`config.mk`:
```
export PLATFORM = sky130hd
export DESIGN_NAME = gpio_cfg_sequencer
export DESIGN_NICKNAME = d
export VERILOG_FILES = /design/src/rtl/gpio_cfg_sequencer.sv
export SDC_FILE = /design/constraint.sdc
export NUM_CORES = 1
export LEC_CHECK = 0
export CAP_MARGIN = 20
export CORE_MARGIN = 2
export CORE_UTILIZATION = 50
export CTS_CLUSTER_SIZE = 24
export DETAILED_ROUTE_END_ITERATION = 10
export PLACE_DENSITY_LB_ADDON = 0.15
export SYNTH_ARGS = -nofsm -noshare
export SYNTH_HDL_FRONTEND = slang
export SYNTH_SLANG_ARGS = --single-unit
```
`constraint.sdc`:
```
create_clock -name mclk -period 2.97 [get_ports mclk]
set_input_delay 0.297 -clock mclk [delete_from_list [all_inputs] [get_ports mclk]]
set_output_delay 0.297 -clock mclk [all_outputs]
set_load 0.1 [all_outputs]
```
`src/rtl/gpio_cfg_sequencer.sv`:
```
// gpio_cfg_sequencer
//   Master-side sequencer for the pad-ring GPIO configuration chain. On a load
//   request it snapshots the flattened per-pad config vector and shifts it
//   MSB-first into the chain. It then pulses serial_load and raises done for one
//   cycle. Bits returned from the chain tail are captured as readback.
//   With AUTO_START set, one load of DEFAULT_CFG (replicated to every pad) runs
//   automatically on the first cycle after reset release.
//
// Ports
//   mclk            core clock
//   resetn          asynchronous active-low reset
//   start           load request, sampled only while idle
//   cfg_data        pad k config at [k*CTRL_BITS +: CTRL_BITS]
//   busy            high while a sequence is shifting or loading
//   done            one-cycle pulse when a sequence completes
//   rdbk_data       bits captured from serial_data_in, stable while !busy
//   serial_clock    chain shift clock (registered)
//   serial_load     chain load strobe (registered)
//   serial_data_out chain data into pad 0 (registered)
//   serial_data_in  chain data returned from the last pad
module gpio_cfg_sequencer #(
  parameter int                   NUM_PADS    = 15,
  parameter int                   CTRL_BITS   = 12,
  parameter int                   CLK_DIV     = 4,
  parameter logic [CTRL_BITS-1:0] DEFAULT_CFG = 'hC00,
  parameter bit                   AUTO_START  = 1'b1
) (
  input  logic                            mclk,
  input  logic                            resetn,
  input  logic                            start,
  input  logic [NUM_PADS*CTRL_BITS-1:0]   cfg_data,
  output logic                            busy,
  output logic                            done,
  output logic [NUM_PADS*CTRL_BITS-1:0]   rdbk_data,
  output logic                            serial_clock,
  output logic                            serial_load,
  output logic                            serial_data_out,
  input  logic                            serial_data_in
);

  localparam int TOTAL = NUM_PADS * CTRL_BITS;
  localparam int DIV_W = $clog2(CLK_DIV + 1);
  localparam int BIT_W = $clog2(TOTAL + 1);
  localparam logic [DIV_W-1:0] DIV_LAST = DIV_W'(CLK_DIV - 1);
  localparam logic [BIT_W-1:0] BIT_LAST = BIT_W'(TOTAL - 1);

  localparam logic [1:0] ST_IDLE  = 2'd0;
  localparam logic [1:0] ST_SHIFT = 2'd1;
  localparam logic [1:0] ST_LOAD  = 2'd2;
  localparam logic [1:0] ST_DONE  = 2'd3;

  logic [1:0]       state_q, state_d;
  logic [DIV_W-1:0] div_cnt_q, div_cnt_d;
  logic [BIT_W-1:0] bit_cnt_q, bit_cnt_d;
  logic [TOTAL-1:0] shadow_q, shadow_d;
  logic [TOTAL-1:0] rdbk_q, rdbk_d;
  logic             busy_q, busy_d;
  logic             done_q, done_d;
  logic             sclk_q, sclk_d;
  logic             load_q, load_d;
  logic             sdo_q, sdo_d;
  logic             auto_pend_q, auto_pend_d;

  logic [TOTAL-1:0] next_shadow;
  logic [TOTAL-1:0] shadow_shl;

  assign shadow_shl = shadow_q << 1;

  always_comb begin
    state_d     = state_q;
    div_cnt_d   = div_cnt_q;
    bit_cnt_d   = bit_cnt_q;
    shadow_d    = shadow_q;
    rdbk_d      = rdbk_q;
    busy_d      = busy_q;
    done_d      = done_q;
    sclk_d      = sclk_q;
    load_d      = load_q;
    sdo_d       = sdo_q;
    auto_pend_d = auto_pend_q;
    next_shadow = auto_pend_q ? {NUM_PADS{DEFAULT_CFG}} : cfg_data;

    case (state_q)
      ST_IDLE: begin
        // The pending auto-load only gets one chance: the first idle cycle.
        auto_pend_d = 1'b0;
        if (auto_pend_q || start) begin
          shadow_d  = next_shadow;
          sdo_d     = next_shadow[TOTAL-1];
          sclk_d    = 1'b0;
          div_cnt_d = '0;
          bit_cnt_d = '0;
          busy_d    = 1'b1;
          state_d   = ST_SHIFT;
        end
      end

      ST_SHIFT: begin
        if (div_cnt_q == DIV_LAST) begin
          div_cnt_d = '0;
          if (!sclk_q) begin
            // Capture on the edge that raises serial_clock; the newest
            // sample enters at the LSB.
            sclk_d = 1'b1;
            rdbk_d = TOTAL'({rdbk_q, serial_data_in});
          end else begin
            sclk_d = 1'b0;
            if (bit_cnt_q == BIT_LAST) begin
              load_d  = 1'b1;
              state_d = ST_LOAD;
            end else begin
              // Data advances only as serial_clock falls.
              bit_cnt_d = bit_cnt_q + BIT_W'(1);
              shadow_d  = shadow_shl;
              sdo_d     = shadow_shl[TOTAL-1];
            end
          end
        end else begin
          div_cnt_d = div_cnt_q + DIV_W'(1);
        end
      end

      ST_LOAD: begin
        if (div_cnt_q == DIV_LAST) begin
          div_cnt_d = '0;
          load_d    = 1'b0;
          done_d    = 1'b1;
          busy_d    = 1'b0;
          state_d   = ST_DONE;
        end else begin
          div_cnt_d = div_cnt_q + DIV_W'(1);
        end
      end

      ST_DONE: begin
        // start is not looked at here; it is accepted from the next idle cycle.
        done_d  = 1'b0;
        state_d = ST_IDLE;
      end

      default: state_d = ST_IDLE;
    endcase
  end

  always_ff @(posedge mclk or negedge resetn) begin
    if (!resetn) begin
      state_q     <= ST_IDLE;
      div_cnt_q   <= '0;
      bit_cnt_q   <= '0;
      shadow_q    <= '0;
      rdbk_q      <= '0;
      busy_q      <= 1'b0;
      done_q      <= 1'b0;
      sclk_q      <= 1'b0;
      load_q      <= 1'b0;
      sdo_q       <= 1'b0;
      auto_pend_q <= AUTO_START;
    end else begin
      state_q     <= state_d;
      div_cnt_q   <= div_cnt_d;
      bit_cnt_q   <= bit_cnt_d;
      shadow_q    <= shadow_d;
      rdbk_q      <= rdbk_d;
      busy_q      <= busy_d;
      done_q      <= done_d;
      sclk_q      <= sclk_d;
      load_q      <= load_d;
      sdo_q       <= sdo_d;
      auto_pend_q <= auto_pend_d;
    end
  end

  assign busy            = busy_q;
  assign done            = done_q;
  assign rdbk_data       = rdbk_q;
  assign serial_clock    = sclk_q;
  assign serial_load     = load_q;
  assign serial_data_out = sdo_q;

endmodule
```
==> out/results.tsv <==
metric	value	unit
largest buffer count on any clock path	3	
master cell of the clock root buffer	sky130_fd_sc_hd__clkbuf_16	
global-route wire length before repair	59.9	mm
fraction of the yosys area taken by sequential cells	0.559	
end-of-flow core utilization	0.654	
data arrival time at the worst-slack endpoint	2.84	ns
share of final-layout standard cells stronger than drive strength 1	0.420	
H-tree depth reported by CTS	2	
Clock Latency Late Sink	0.52	ns
count of antenna-violating nets left after detailed routing	0	
iteration count of the initial detailed-routing pass	4	
skew final	0.0114	ns
Power Total	10700	uW
Post-Route Setup TNS	0	ns
final setup margin	0.533	ns
count of flip-flops with a built-in enable after synthesis	0	
Sw Pwr	2220	uW
GR Util All Layers	0.210	
TritonCTS clock tree	done	
run status	complete, no violations	
RePlAce Congestion	0.776	
synth warn	0	
setup repair after global routing missed its margin	no	
Post-Synthesis Cells	1158	
Static Leakage	0.0105	uW
number of nets in the layout	1696	
Reg power frac	0.483	
boundary pin count	369	
Max-Slew Margin vs Limit	0.380	
worst hold path class	in -> async	
share of the clock period used by the worst path after layout	0.821	
flip-flop and latch count after synthesis	378	
Worst Max-Slew Pin Slew	0.931	ns
Mapped Avg Cell Area	14.6	sq um
clock-pin transition on the worst setup and hold timing paths	0.06	ns
via count	10684	
# Max-Cap Violations	0	
Chip Height	188	um
layer carrying the most global-route usage	met2	
count of clock tree sinks	378	
Setup-failing EPs final	0	
effective utilization at floorplan	0.506	
half-perimeter wire length after detailed placement	24.8	mm
Routed WL per cell	18.7	um
Power per Cell Area	488	nW/um^2
layout-stage area growth over the synthesis result	29.4	%
die extent in x	188	um
nature of the critical path endpoint	flip-flop	
GR met1 Demand/Resource	0.295	
number of different library cells in the post-synthesis netlist	41	
total core area	33400	sq um
total DRC errors in the routed layout	0	
data required time at the worst endpoint	3.38	ns
time the final worst path needs with I/O delays and setup	2.44	ns
global routing usage on met2	0.333	
CTS Buf Count	40	
internal power component	8470	uW
Crit. Startpoint	state_q[0]	
final count of hold timing violations	0	
pre-CTS setup slack	0.571	ns
aggregate routed wire length	37.3	mm
antenna violations before repair	10	
Std-Cell Rows	67	
met3 Track Usage GR	0.0395	
initial DRC count	556	
worst reg2reg startpoint	state_q[0]	
clock network power share	0.478	
Max Transition Viols Final	0	
kind of start point of the critical path	flip-flop	
switching share of power	0.207	
WS Path Type	reg -> reg	
post-DR vias/cell	5.36	
total of cells resized after clock tree synthesis	0	
maximum clock frequency	0.410	GHz
grt total ovfl	0	
Primary FF master, synth	sky130_fd_sc_hd__dfrtp_1	
maximum VDD drop	0.338	mV
ys async rst share	1.00	
floorplan die area	35300	sq um
Syn Std Cell Area	16900	sq um
port bufs	368	
synthesized netlist net count	1349	
part of the power in combinational logic	0.040	
vias in the first global route	10881	
DP Area	20500	sq um
largest fanout on the critical path	60	
post-layout instance area	21900	sq um
maximum number of pins on one net before global-route repair	220	
-- what timing repair did --
| item | in CTS | in global routing |
|---|---|---|
| hold buffers | 1 | 0 |
| hold endpoints to repair | 66 | 0 |
| setup buffers | 0 | 0 |
-- logic make-up (layout without fill, tap and decap cells) --
kind of cell | count (synthesis) | after routing | synth area share
DFF | 378 | 378 | 0.559
buffers and inverters | 96 | 475 | 0.0376
adders and majority gates | 7 | 7 | 0.00518
and+or+nand+nor | 105 | 105 | 0.0286
muxes | 363 | 363 | 0.271
other | 0 | 9 | 0
AOI/OAI and AO/OA | 209 | 209 | 0.0980
-- layer usage --
layer / part of all wire / wire, um
met1: 0.45 / 16800
met5: 0.00062 / 23
met3: 0.053 / 1990
met4: 0.021 / 779
met2: 0.47 / 17700
-- registers in the layout, summed over array words and instances, names as in the netlist --
register,flops
rdbk_data,180
shadow_q,179
bit_cnt_q,8
div_cnt_q,3
state_q,2
auto_pend_q,1
busy,1
done,1
serial_clock,1
serial_data_out,1
serial_load,1
-- stage by stage --
| step | cells | hold WS, ns |
|---|---|---|
| after detailed placement | 1910 | 0.328 |
| after CTS | 1985 | 0.334 |
| after global placement | 1910 | 0.316 |
| after floorplan | 1158 | 0.00141 |
| after global routing | 1993 | 0.383 |
| final | 1994 | 0.330 |
-- power by group through the flow --
stage | Combinational, uW | Clock, uW | Sequential, uW
after floorplan | 11.7 | 0 | 5280
after global placement | 432 | 0 | 5250
after detailed placement | 434 | 0 | 5250
after CTS | 437 | 5240 | 5160
after global routing | 464 | 5470 | 5150
final | 426 | 5110 | 5160
-- cell type report --
cell class              count  area (sq um)
multi-input cells         684          6860
fillers                  2486         11600
clock buffers              59          1200
diodes                      9          22.5
repair buffers            391          3580
flip-flops and latches    378          9460
inverters                  10          37.5
clock inverters            15           165
well taps                 448           561
-- synthesized netlist by cell type, types with 5 or more instances --
cell                         n  share of area
sky130_fd_sc_hd__o21ai_0    43          0.013
sky130_fd_sc_hd__a22o_1    148          0.077
sky130_fd_sc_hd__clkbuf_1   44         0.0098
sky130_fd_sc_hd__nand2_1    42         0.0093
sky130_fd_sc_hd__dfrtp_1   377           0.56
sky130_fd_sc_hd__ha_1        7         0.0052
sky130_fd_sc_hd__inv_1      10         0.0022
sky130_fd_sc_hd__a21oi_1     5         0.0015
sky130_fd_sc_hd__nand3_1     9         0.0027
sky130_fd_sc_hd__buf_2      20         0.0059
sky130_fd_sc_hd__buf_12     11          0.013
sky130_fd_sc_hd__mux2_4    133           0.12
sky130_fd_sc_hd__nor2_1     38         0.0084
sky130_fd_sc_hd__mux2_2    227           0.15
-- critical path, stage by stage, from the launching register on --
cell,delay (ns)
sky130_fd_sc_hd__dfrtp_1,0.43
sky130_fd_sc_hd__inv_1,0.12
sky130_fd_sc_hd__ha_1,0.32
sky130_fd_sc_hd__nor3b_4,0.22
sky130_fd_sc_hd__a211oi_4,0.22
sky130_fd_sc_hd__a31o_4,0.21
sky130_fd_sc_hd__buf_12,0.36
sky130_fd_sc_hd__mux2_2,0.39
-- placed cells by master, fill, tap and decap left out, types with 9 or more instances in the layout --
master and count:
sky130_fd_sc_hd__dfrtp_1 377, sky130_fd_sc_hd__mux2_2 227, sky130_fd_sc_hd__buf_4 193, sky130_fd_sc_hd__clkdlybuf4s50_1 182, sky130_fd_sc_hd__a22o_1 148, sky130_fd_sc_hd__mux2_4 133
sky130_fd_sc_hd__o21ai_0 43, sky130_fd_sc_hd__nand2_1 42, sky130_fd_sc_hd__clkbuf_16 41, sky130_fd_sc_hd__nor2_1 37, sky130_fd_sc_hd__buf_12 14, sky130_fd_sc_hd__clkbuf_8 11
sky130_fd_sc_hd__inv_1 10, sky130_fd_sc_hd__diode_2 9, sky130_fd_sc_hd__nand3_1 9
-- worst paths after layout --
kind | to | slack [ns] | depth (start not counted)
max in group asynchronous | auto_pend_q | 1.72 | 3
setup reg to reg | shadow_q[158] | 0.53 | 7
hold reg to reg | div_cnt_q[0] | 0.50 | 1
min in group mclk | shadow_q[0] | 0.35 | 3
setup / recovery | shadow_q[158] | 0.53 | 7
hold / removal | rdbk_data[53] | 0.33 | 2
Power figures use the tool's default switching activity.
